$ cat config.mk
export PLATFORM = sky130hd
export DESIGN_NAME = regfile_port_arbiter
export DESIGN_NICKNAME = d
export VERILOG_FILES = /design/src/rtl/regfile_port_arbiter.sv
export SDC_FILE = /design/constraint.sdc
export NUM_CORES = 1
export LEC_CHECK = 0
export CORE_AREA = 2 2 97 99
export CTS_BUF_LIST = sky130_fd_sc_hd__clkbuf_8 sky130_fd_sc_hd__clkbuf_16
export DETAILED_ROUTE_END_ITERATION = 8
export DIE_AREA = 0 0 99 101
export MAX_ROUTING_LAYER = met4
export PLACE_DENSITY_LB_ADDON = 0.1
export SETUP_SLACK_MARGIN = 0.3
export SLEW_MARGIN = 10
export SYNTH_ARGS = -nofsm -noshare
export SYNTH_HDL_FRONTEND = slang
export SYNTH_SLANG_ARGS = --single-unit
$ cat constraint.sdc
create_clock -name clk -period 2.5 [get_ports clk]
set_clock_uncertainty 0.05 [all_clocks]
set_input_delay 0.625 -clock clk [delete_from_list [all_inputs] [get_ports clk]]
set_output_delay 0.625 -clock clk [all_outputs]
set_load 0.005 [all_outputs]
$ cat src/rtl/regfile_port_arbiter.sv
// Round-robin arbiter for the register file's single write port. Also runs a
// clear sequencer that writes zero to every register on command.
module regfile_port_arbiter #(
  parameter int word_len   = 32,
  parameter int addr_len   = 5,
  parameter int num_req    = 3,
  parameter bit protect_r0 = 1'b1
) (
  input  logic                         clk,
  input  logic                         rst,
  input  logic [num_req-1:0]           req,
  input  logic [num_req*addr_len-1:0]  req_addr,
  input  logic [num_req*word_len-1:0]  req_data,
  output logic [num_req-1:0]           gnt,
  input  logic                         clr_start,
  output logic                         clr_busy,
  output logic                         clr_done,
  output logic                         rf_write_en,
  output logic [addr_len-1:0]          rf_write_addr,
  output logic [word_len-1:0]          rf_write_bus
);

  localparam int IW = $clog2(num_req);
  localparam logic [addr_len-1:0] LAST_ADDR = '1;

  typedef enum logic [1:0] {IDLE, CLEAR, DONE} state_t;

  state_t                             state, state_nxt;
  logic [addr_len-1:0]                clr_cnt, clr_cnt_nxt;
  logic [IW-1:0]                      last, last_nxt;
  logic [num_req-1:0]                 gnt_nxt;
  logic                               en_nxt, busy_nxt, done_nxt;
  logic [addr_len-1:0]                addr_nxt;
  logic [word_len-1:0]                bus_nxt;

  logic [num_req-1:0][addr_len-1:0]   addr_arr;
  logic [num_req-1:0][word_len-1:0]   data_arr;

  for (genvar i = 0; i < num_req; i++) begin : g_unpack
    assign addr_arr[i] = req_addr[i*addr_len +: addr_len];
    assign data_arr[i] = req_data[i*word_len +: word_len];
  end

  // Masking the live grant keeps a requester from winning twice in a row
  // while its req is still high during the grant cycle.
  logic [num_req-1:0] elig;
  logic               win_vld;
  logic [IW-1:0]      win;
  logic [IW:0]        scan;

  always_comb begin
    elig    = req & ~gnt;
    win_vld = 1'b0;
    win     = '0;
    scan    = '0;
    for (int k = 1; k <= num_req; k++) begin
      scan = {1'b0, last} + (IW+1)'(k);
      if (scan >= (IW+1)'(num_req)) scan = scan - (IW+1)'(num_req);
      if (!win_vld && elig[scan[IW-1:0]]) begin
        win_vld = 1'b1;
        win     = scan[IW-1:0];
      end
    end
  end

  always_ff @(posedge clk or negedge rst) begin
    if (!rst) begin
      state         <= IDLE;
      clr_cnt       <= '0;
      last          <= IW'(num_req - 1);
      gnt           <= '0;
      clr_busy      <= 1'b0;
      clr_done      <= 1'b0;
      rf_write_en   <= 1'b0;
      rf_write_addr <= '0;
      rf_write_bus  <= '0;
    end else begin
      state         <= state_nxt;
      clr_cnt       <= clr_cnt_nxt;
      last          <= last_nxt;
      gnt           <= gnt_nxt;
      clr_busy      <= busy_nxt;
      clr_done      <= done_nxt;
      rf_write_en   <= en_nxt;
      rf_write_addr <= addr_nxt;
      rf_write_bus  <= bus_nxt;
    end
  end

  always_comb begin
    state_nxt = state;
    case (state)
      IDLE:    if (clr_start) state_nxt = CLEAR;
      CLEAR:   if (clr_cnt == LAST_ADDR) state_nxt = DONE;
      DONE:    state_nxt = IDLE;
      default: state_nxt = IDLE;
    endcase
  end

  // Next values for the registered outputs; addr/bus hold when nothing is written.
  always_comb begin
    gnt_nxt     = '0;
    en_nxt      = 1'b0;
    busy_nxt    = 1'b0;
    done_nxt    = 1'b0;
    addr_nxt    = rf_write_addr;
    bus_nxt     = rf_write_bus;
    clr_cnt_nxt = clr_cnt;
    last_nxt    = last;
    case (state)
      IDLE, DONE: begin
        if (state == IDLE && clr_start) begin
          en_nxt      = 1'b1;
          busy_nxt    = 1'b1;
          addr_nxt    = '0;
          bus_nxt     = '0;
          clr_cnt_nxt = '0;
        end else if (win_vld) begin
          gnt_nxt[win] = 1'b1;
          addr_nxt     = addr_arr[win];
          bus_nxt      = data_arr[win];
          en_nxt       = !(protect_r0 && addr_arr[win] == '0);
          last_nxt     = win;
        end
      end
      CLEAR: begin
        if (clr_cnt == LAST_ADDR) begin
          done_nxt = 1'b1;
        end else begin
          clr_cnt_nxt = clr_cnt + 1'b1;
          addr_nxt    = clr_cnt + 1'b1;
          bus_nxt     = '0;
          en_nxt      = 1'b1;
          busy_nxt    = 1'b1;
        end
      end
      default: ;
    endcase
  end

endmodule

# After elaboration in Yosys (flattened, before gate mapping)
# Cells that the tools add are included.
dict set report classes {
  add_sub_neg 7
  magnitude_cmp 8
  n_eq_ne 8
  mux 45
  bitwise_logic 3
  n_reduce_logical 15
}
# operator n
set op_table {}
lappend op_table {{32-bit 2-to-1 mux} 4}
lappend op_table {{32-bit binary-select mux with 2-bit select} 1}
lappend op_table {{32-bit case mux with 2 select lines} 1}
lappend op_table {{5-bit 2-to-1 mux} 5}
lappend op_table {{5-bit case mux with 2 select lines} 2}
lappend op_table {{2-bit 2-to-1 mux} 8}
lappend op_table {{1-bit 2-to-1 mux} 13}
lappend op_table {{2-bit by 3-bit < comparator with 1-bit output (second input constant)} 4}
lappend op_table {{5-bit binary-select mux with 2-bit select} 1}
lappend op_table {{3-bit by 2-bit greater-or-equal comparator with 1-bit output (second input constant)} 3}
lappend op_table {{3-bit 2-to-1 mux} 3}
lappend op_table {{3-bit AND reduction} 3}
lappend op_table {{2-bit != test (second input constant)} 4}
lappend op_table {{2-bit by 2-bit adder with 3-bit output (second input constant)} 2}
lappend op_table {{1-bit binary-select mux with 2-bit select} 3}
lappend op_table {{2-bit subtractor (second input constant)} 3}
lappend op_table {{5-bit by 1-bit adder with 5-bit output (second input constant)} 1}
lappend op_table {{5-bit == test (second input constant)} 1}
lappend op_table {{5-bit zero test} 1}
lappend op_table {{1-bit logical AND} 4}
lappend op_table {{1-bit case mux with 2 select lines} 2}
lappend op_table {{2-bit case mux with 2 select lines} 1}
lappend op_table {{2-bit by 1-bit adder with 3-bit output (second input constant)} 1}
lappend op_table {{3-bit AND} 1}
lappend op_table {{12 further kinds} 14}
dict set report totals {
  regBits 52
  inputBits 117
  out_inout_bits 43
  elab_cells 95
}

# Longest topological paths before layout
dict set report depth {
  word_depth 19
  depth_mapped 12
}

# Worst setup path before layout
# No wires, ideal clock.
dict set report synth_path {
  path_type {register to register}
  start {register last[1]}
  end {register rf_write_addr[2]}
  setup_ns 0.125
  arrival_time_ns 2.335
  required_time_ns 2.325
  slack_ns -0.009
  path_stages_with_launch 11
  n_path_buf 2
  period_less_slack_ns 2.509
  path_cell_list {dfstp_2 > inv_1 > ha_1 > buf_6 > or4b_4 > o2bb2ai_4 > a22oi_2 > buf_6 > o21ai_1 > o22ai_1 > mux2_2}
}
dict set report synth_between {
  elab_chain_len 17
  word_cells_on_any_way 35
  cone_classes {6 x add/sub; 3 x order compare; 1 x eq/ne; 20 x mux; 5 x reduce/logical}
}
# element line
set synth_rtl {}
lappend synth_rtl {{start: declaration} 30} ;# logic [IW-1:0] last, last_nxt;
lappend synth_rtl {{start signal: assignment} 70} ;# last <= IW'(num_req - 1);
lappend synth_rtl {{start signal: assignment} 80} ;# last <= last_nxt;
lappend synth_rtl {{2-bit by 1-bit adder with 3-bit output} 57} ;# scan = {1'b0, last} + (IW+1)'(k);
lappend synth_rtl {{3-bit by 2-bit greater-or-equal comparator with 1-bit output / 2-bit subtractor (equally long branches)} 58} ;# if (scan >= (IW+1)'(num_req)) scan = scan - (IW+1)'(num_req);
lappend synth_rtl {{2-bit 2-to-1 mux} 58}
lappend synth_rtl {{1-bit binary-select mux with 2-bit select} 59} ;# if (!win_vld && elig[scan[IW-1:0]]) begin
lappend synth_rtl {{1-bit 2-to-1 mux (implied by the code)} 59}
lappend synth_rtl {{1-bit 2-to-1 mux} 59}
lappend synth_rtl {{1-bit zero test} 59}
lappend synth_rtl {{1-bit logical AND} 59}
lappend synth_rtl {{1-bit 2-to-1 mux} 59}
lappend synth_rtl {{1-bit zero test} 59}
lappend synth_rtl {{1-bit logical AND} 59}
lappend synth_rtl {{2-bit 2-to-1 mux} 59}
lappend synth_rtl {{5-bit binary-select mux with 2-bit select} 120} ;# addr_nxt = addr_arr[win];
lappend synth_rtl {{5-bit 2-to-1 mux (implied by the code)} 120}
lappend synth_rtl {{5-bit 2-to-1 mux} 118} ;# end else if (win_vld) begin
lappend synth_rtl {{5-bit 2-to-1 mux} 112} ;# if (state == IDLE && clr_start) begin
lappend synth_rtl {{5-bit case mux with 2 select lines} 110} ;# case (state)
lappend synth_rtl {{end signal: assignment} 85} ;# rf_write_addr <= addr_nxt;
lappend synth_rtl {{end: declaration} 19} ;# output logic [addr_len-1:0] rf_write_addr,
# Several ways; a longest one is shown, not always the timed one. The select of a mux whose other input is x is not followed.
# A chain may end at the register's enable or synchronous reset.

# Final worst setup path
dict set report layout_path {
  start {register last[1]}
  end {register rf_write_bus[13]}
}
dict set report layout_between {
  elab_chain_len 17
  word_cells_on_any_way 35
  cone_classes {6 x add/sub; 3 x order compare; 1 x eq/ne; 20 x mux; 5 x reduce/logical}
}
# element line
set layout_rtl {}
lappend layout_rtl {{2-bit by 1-bit adder with 3-bit output} 57}
lappend layout_rtl {{3-bit by 2-bit greater-or-equal comparator with 1-bit output / 2-bit subtractor (equally long branches)} 58}
lappend layout_rtl {{2-bit 2-to-1 mux} 58}
lappend layout_rtl {{1-bit binary-select mux with 2-bit select} 59}
lappend layout_rtl {{1-bit 2-to-1 mux (implied by the code)} 59}
lappend layout_rtl {{1-bit 2-to-1 mux} 59}
lappend layout_rtl {{1-bit zero test} 59}
lappend layout_rtl {{1-bit logical AND} 59}
lappend layout_rtl {{1-bit 2-to-1 mux} 59}
lappend layout_rtl {{1-bit zero test} 59}
lappend layout_rtl {{1-bit logical AND} 59}
lappend layout_rtl {{2-bit 2-to-1 mux} 59}
lappend layout_rtl {{32-bit binary-select mux with 2-bit select} 121} ;# bus_nxt = data_arr[win];
lappend layout_rtl {{32-bit 2-to-1 mux (implied by the code)} 121}
lappend layout_rtl {{32-bit 2-to-1 mux} 118}
lappend layout_rtl {{32-bit 2-to-1 mux} 112}
lappend layout_rtl {{32-bit case mux with 2 select lines} 110}
lappend layout_rtl {{end signal: assignment} 86} ;# rf_write_bus <= bus_nxt;
lappend layout_rtl {{end: declaration} 20} ;# output logic [word_len-1:0] rf_write_bus
# Several ways; a longest one is shown, not always the timed one. The select of a mux whose other input is x is not followed.

==> insert_results.sql <==
INSERT INTO impl_metrics (metric_group, metric, value, unit) VALUES
('status', 'outcome', 'finished, violations left', ''),
('status', 'violations', 'negative setup slack', ''),
('critical_path', 'critical_path_class', 'flip-flop to flip-flop', ''),
('routing', 'detail_route.iter0.violations', '73', ''),
('yosys', 'yosys-top-cells-area', 'dfrtp_1 (39%), mux2i_1 (11%), a21o_1 (8.5%)', ''),
('yosys', 'synth.yosys.seq_area_share', '40.0', '%'),
('clock_tree', 'cts_sinks', '52', ''),
('floorplan', 'dieHeight', '101', 'microns'),
('sta', 'timing.slew.headroom', '58.1', '%'),
('routing', 'drt-wirelength-per-cell', '16.4', 'microns'),
('critical_path', 'required', '2.69', 'ns'),
('placed_design', 'dpl.hpwl', '7.59', 'mm'),
('sta', 'achievable-frequency', '382', 'MHz'),
('routing', 'final_antenna_net_count', '0', ''),
('global_route', 'antenna_found_initial', '0', ''),
('clock_tree', 'clock-root-buffer', 'clkbuf_8', ''),
('clock_tree', 'clock_latency', '0.30', 'ns'),
('critical_path', 'r2r-end', 'rf_write_bus[13]', ''),
('clock_tree', 'clock_transition_at_path_regs', '0.10', 'ns'),
('sta', 'hold_ws', '0.279', 'ns'),
('floorplan', 'initial_utilization', '36.3', '%'),
('yosys', 'synthesis.yosys.warnings', '0', ''),
('routing', 'routed_via_density', '5.19', ''),
('cells_and_area', 'post_route_cells_drive_above_1_share', '23.3', '%'),
('critical_path', 'worstSetupEndpointType', 'flip-flop', ''),
('routing', 'postRouteWirelength', '10.2', 'mm'),
('cells_and_area', 'fillers', '736', ''),
('global_route', 'grt_start_max_net_pins', '29', ''),
('cells_and_area', 'net_count_final', '637', ''),
('yosys', 'synth.distinct_cells', '56', ''),
('floorplan', 'core.rowCount', '35', ''),
('clock_tree', 'cts_buffer_depth', '2', ''),
('floorplan', 'coreArea', '8980', 'sq um'),
('yosys', 'synth_top_area_share', '39.2', '%'),
('sta', 'final-max-slew-violation-count', '0', ''),
('clock_tree', 'htree_num_levels', '2', ''),
('sta', 'timing.final.crit_period', '2.61', 'ns'),
('floorplan', 'ioPinCount', '160', ''),
('global_route', 'vias_in_the_first_global_route', '3313', ''),
('floorplan', 'chipWidth', '99', 'microns'),
('sta', 'timing_worst_slew_pin_value', '0.628', 'ns'),
('min_path', 'holdCritPathClass', 'input port to async pin', ''),
('cells_and_area', 'area_growth_syn_to_layout', '77.0', '%'),
('job', 'drv.max_cap_violation_count', '0', ''),
('placed_design', 'io_buffer_count', '159', ''),
('floorplan', 'dieArea', '10000', 'sq um'),
('global_route', 'grt_remaining_overflow', '0', ''),
('power', 'pwr_density_cell', '515', 'nW/um^2'),
('critical_path', 'worstRegToRegCells', '12', ''),
('routing', 'drc', '0', ''),
('yosys', 'ys_seq_elements', '52', ''),
('yosys', 'synth_area_leader_cell', 'dfrtp_1', ''),
('cells_and_area', 'antennaDiodeCount', '0', ''),
('clock_tree', 'tritoncts', 'built', ''),
('routing', 'dr.pass1.iters', '4', ''),
('critical_path', 'worst-r2r-setup-slack', '-0.11', 'ns'),
('routing', 'via_count', '3248', ''),
('yosys', 'number_of_flops_mapped_to_enable_cells_by_yosys', '0', ''),
('yosys', 'synthesis.instances', '322', ''),
('placed_design', 'place_congestion', '0.845', ''),
('global_route', 'track_usage', '20.8', '%'),
('global_route', 'global_route_wire_length_before_repair', '16.1', 'mm'),
('yosys', 'mappedNetlistArea', '3260', 'sq um'),
('sta', 'finalSetupViolations', '34', ''),
('sta', 'fin_crit_sh', '105', '%'),
('power', 'irDropWorstVdd', '0.337', 'mV'),
('critical_path', 'worstPathArrival', '2.81', 'ns'),
('critical_path', 'category_of_the_worst_setup_path_launch_point', 'flip-flop', ''),
('critical_path', 'rr_startpoint', 'last[1]', ''),
('yosys', 'syn_avg_cell_area', '10.1', 'sq um'),
('power', 'power.static_leakage', '2.72', 'nW'),
('critical_path', 'critical_path_peak_fanout', '22', ''),
('yosys', 'synth_async_sr_flop_share', '100', '%'),
('sta', 'finalWorstSetupSlack', '-0.115', 'ns'),
('sta', 'finalSetupTns', '-1.68', 'ns'),
('yosys', 'postSynthNetCount', '445', ''),
('clock_tree', 'cts.hold.buffers_added', '0', ''),
('sta', 'unrepaired_setup_endpoints_after_global_routing', 'yes', ''),
('sta', 'final-hold-violation-count', '0', ''),
('clock_tree', 'number_of_buffers_inserted_during_clock_tree_synthesis', '5', ''),
('yosys', 'synthFlopType', 'dfrtp_1', '');
critical path, stage by stage, from the launching register on:
cell and delay (ns):
dfstp_2 0.54, inv_2 0.05, ha_4 0.25, buf_6 0.14, nor4bb_2 0.16, buf_4 0.14, o2bb2ai_4 0.12, a22oi_2 0.27
buf_12 0.21, buf_4 0.18, nor2_1 0.05, a211oi_1 0.27, a21o_1 0.12
cell families after synthesis:
group / count (synthesis) / share of synthesized area [%]
AO/OA/AOI/OAI: 111 / 26.0
AND/OR/NAND/NOR: 85 / 13.5
flip-flops: 52 / 40.0
multiplexers: 37 / 11.4
buffers and inverters: 29 / 6.18
adder cells (fa/ha/maj): 6 / 2.30
XOR/XNOR: 2 / 0.538
repair_timing:
item / in CTS / in global routing
setup buffers: 6 / 3
gates cloned: 2 / 0
resized for setup: 38 / 29
setup endpoints to repair: 44 / 44
pin swaps: 24 / 17
cells in the final DEF (no fill, tap or decap), types with 9 or more instances in the layout:
cell type | netlist | routed
a211oi_2 | 0 | 13
buf_12 | 0 | 9
dfrtp_1 | 51 | 51
clkdlybuf4s50_1 | 0 | 157
nor2_1 | 45 | 42
mux2i_4 | 0 | 9
a21o_1 | 37 | 37
mux2i_1 | 35 | 20
buf_4 | 2 | 34
a211oi_1 | 35 | 20
flip-flops by register name, summed over array words and instances, names as in the netlist:
| signal | cells |
|---|---|
| clr_busy | 1 |
| clr_cnt | 5 |
| clr_done | 1 |
| gnt | 3 |
| last | 2 |
| rf_write_addr | 5 |
| rf_write_bus | 32 |
| rf_write_en | 1 |
| state | 2 |
per-stage QoR:
step                      instances  setup slack, ns  total power [mW]  utilization (%)  cell area [sq um]
after floorplan                 322           0.0409              1.71                -               3280
after global placement          607           -0.351              2.26             58.0               5200
after detailed placement        607           -0.391              2.28             58.0               5200
after CTS                       623          -0.0741              2.92             62.2               5590
after global routing            626           -0.209              3.17             64.2               5770
final                           626           -0.115              2.97             64.2               5770
layout make-up:
cell class / instances / area (sq um) / area share, %
clock buffers: 5 / 68.8 / 1.19
clock inverters: 3 / 21.3 / 0.369
inverters: 6 / 22.5 / 0.391
multi-input cells: 241 / 2090 / 36.2
flip-flops and latches: 52 / 1300 / 22.6
well taps: 111 / 139 / 2.41
repair buffers: 208 / 2120 / 36.8
worst max path at each step:
stage	startpoint	to	slack [ns]	cells after the start
6_report	last[1]	rf_write_bus[13]	-0.11	12
5_1_grt	last[1]	rf_write_bus[13]	-0.21	12
4_1_cts	last[1]	rf_write_bus[5]	-0.07	11
3_5_place_dp	req[1]	rf_write_bus[10]	-0.39	8
3_3_place_gp	req[1]	rf_write_bus[11]	-0.35	8
2_1_floorplan	last[1]	rf_write_addr[2]	0.04	10
report_power, final:
| part | internal, mW | switching [mW] | total [mW] |
|---|---|---|---|
| Combinational | 0.813 | 0.648 | 1.46 |
| Sequential | 0.948 | 0.0787 | 1.03 |
| Clock | 0.199 | 0.285 | 0.485 |
metal layers:
layer  track usage (%)  routed length, microns
met3              3.95                     570
met2              36.6                    5400
met1              24.8                    4140
met5                 -                       0
met4              4.95                     129
synthesized netlist by cell type, types with 3 or more instances:
master and instances:
buf_2 8, mux2i_1 35, a21oi_1 5, a21o_1 37, nor2_1 45, a211oi_1 35
o21ai_0 5, and3b_1 3, inv_1 6, ha_1 6, and2_1 3, dfrtp_1 51
buf_6 10, clkbuf_1 3, nand3b_1 3, o21ai_1 5, nand2b_1 3, o21a_1 3
nand2_1 8
Power figures use the tool's default switching activity.
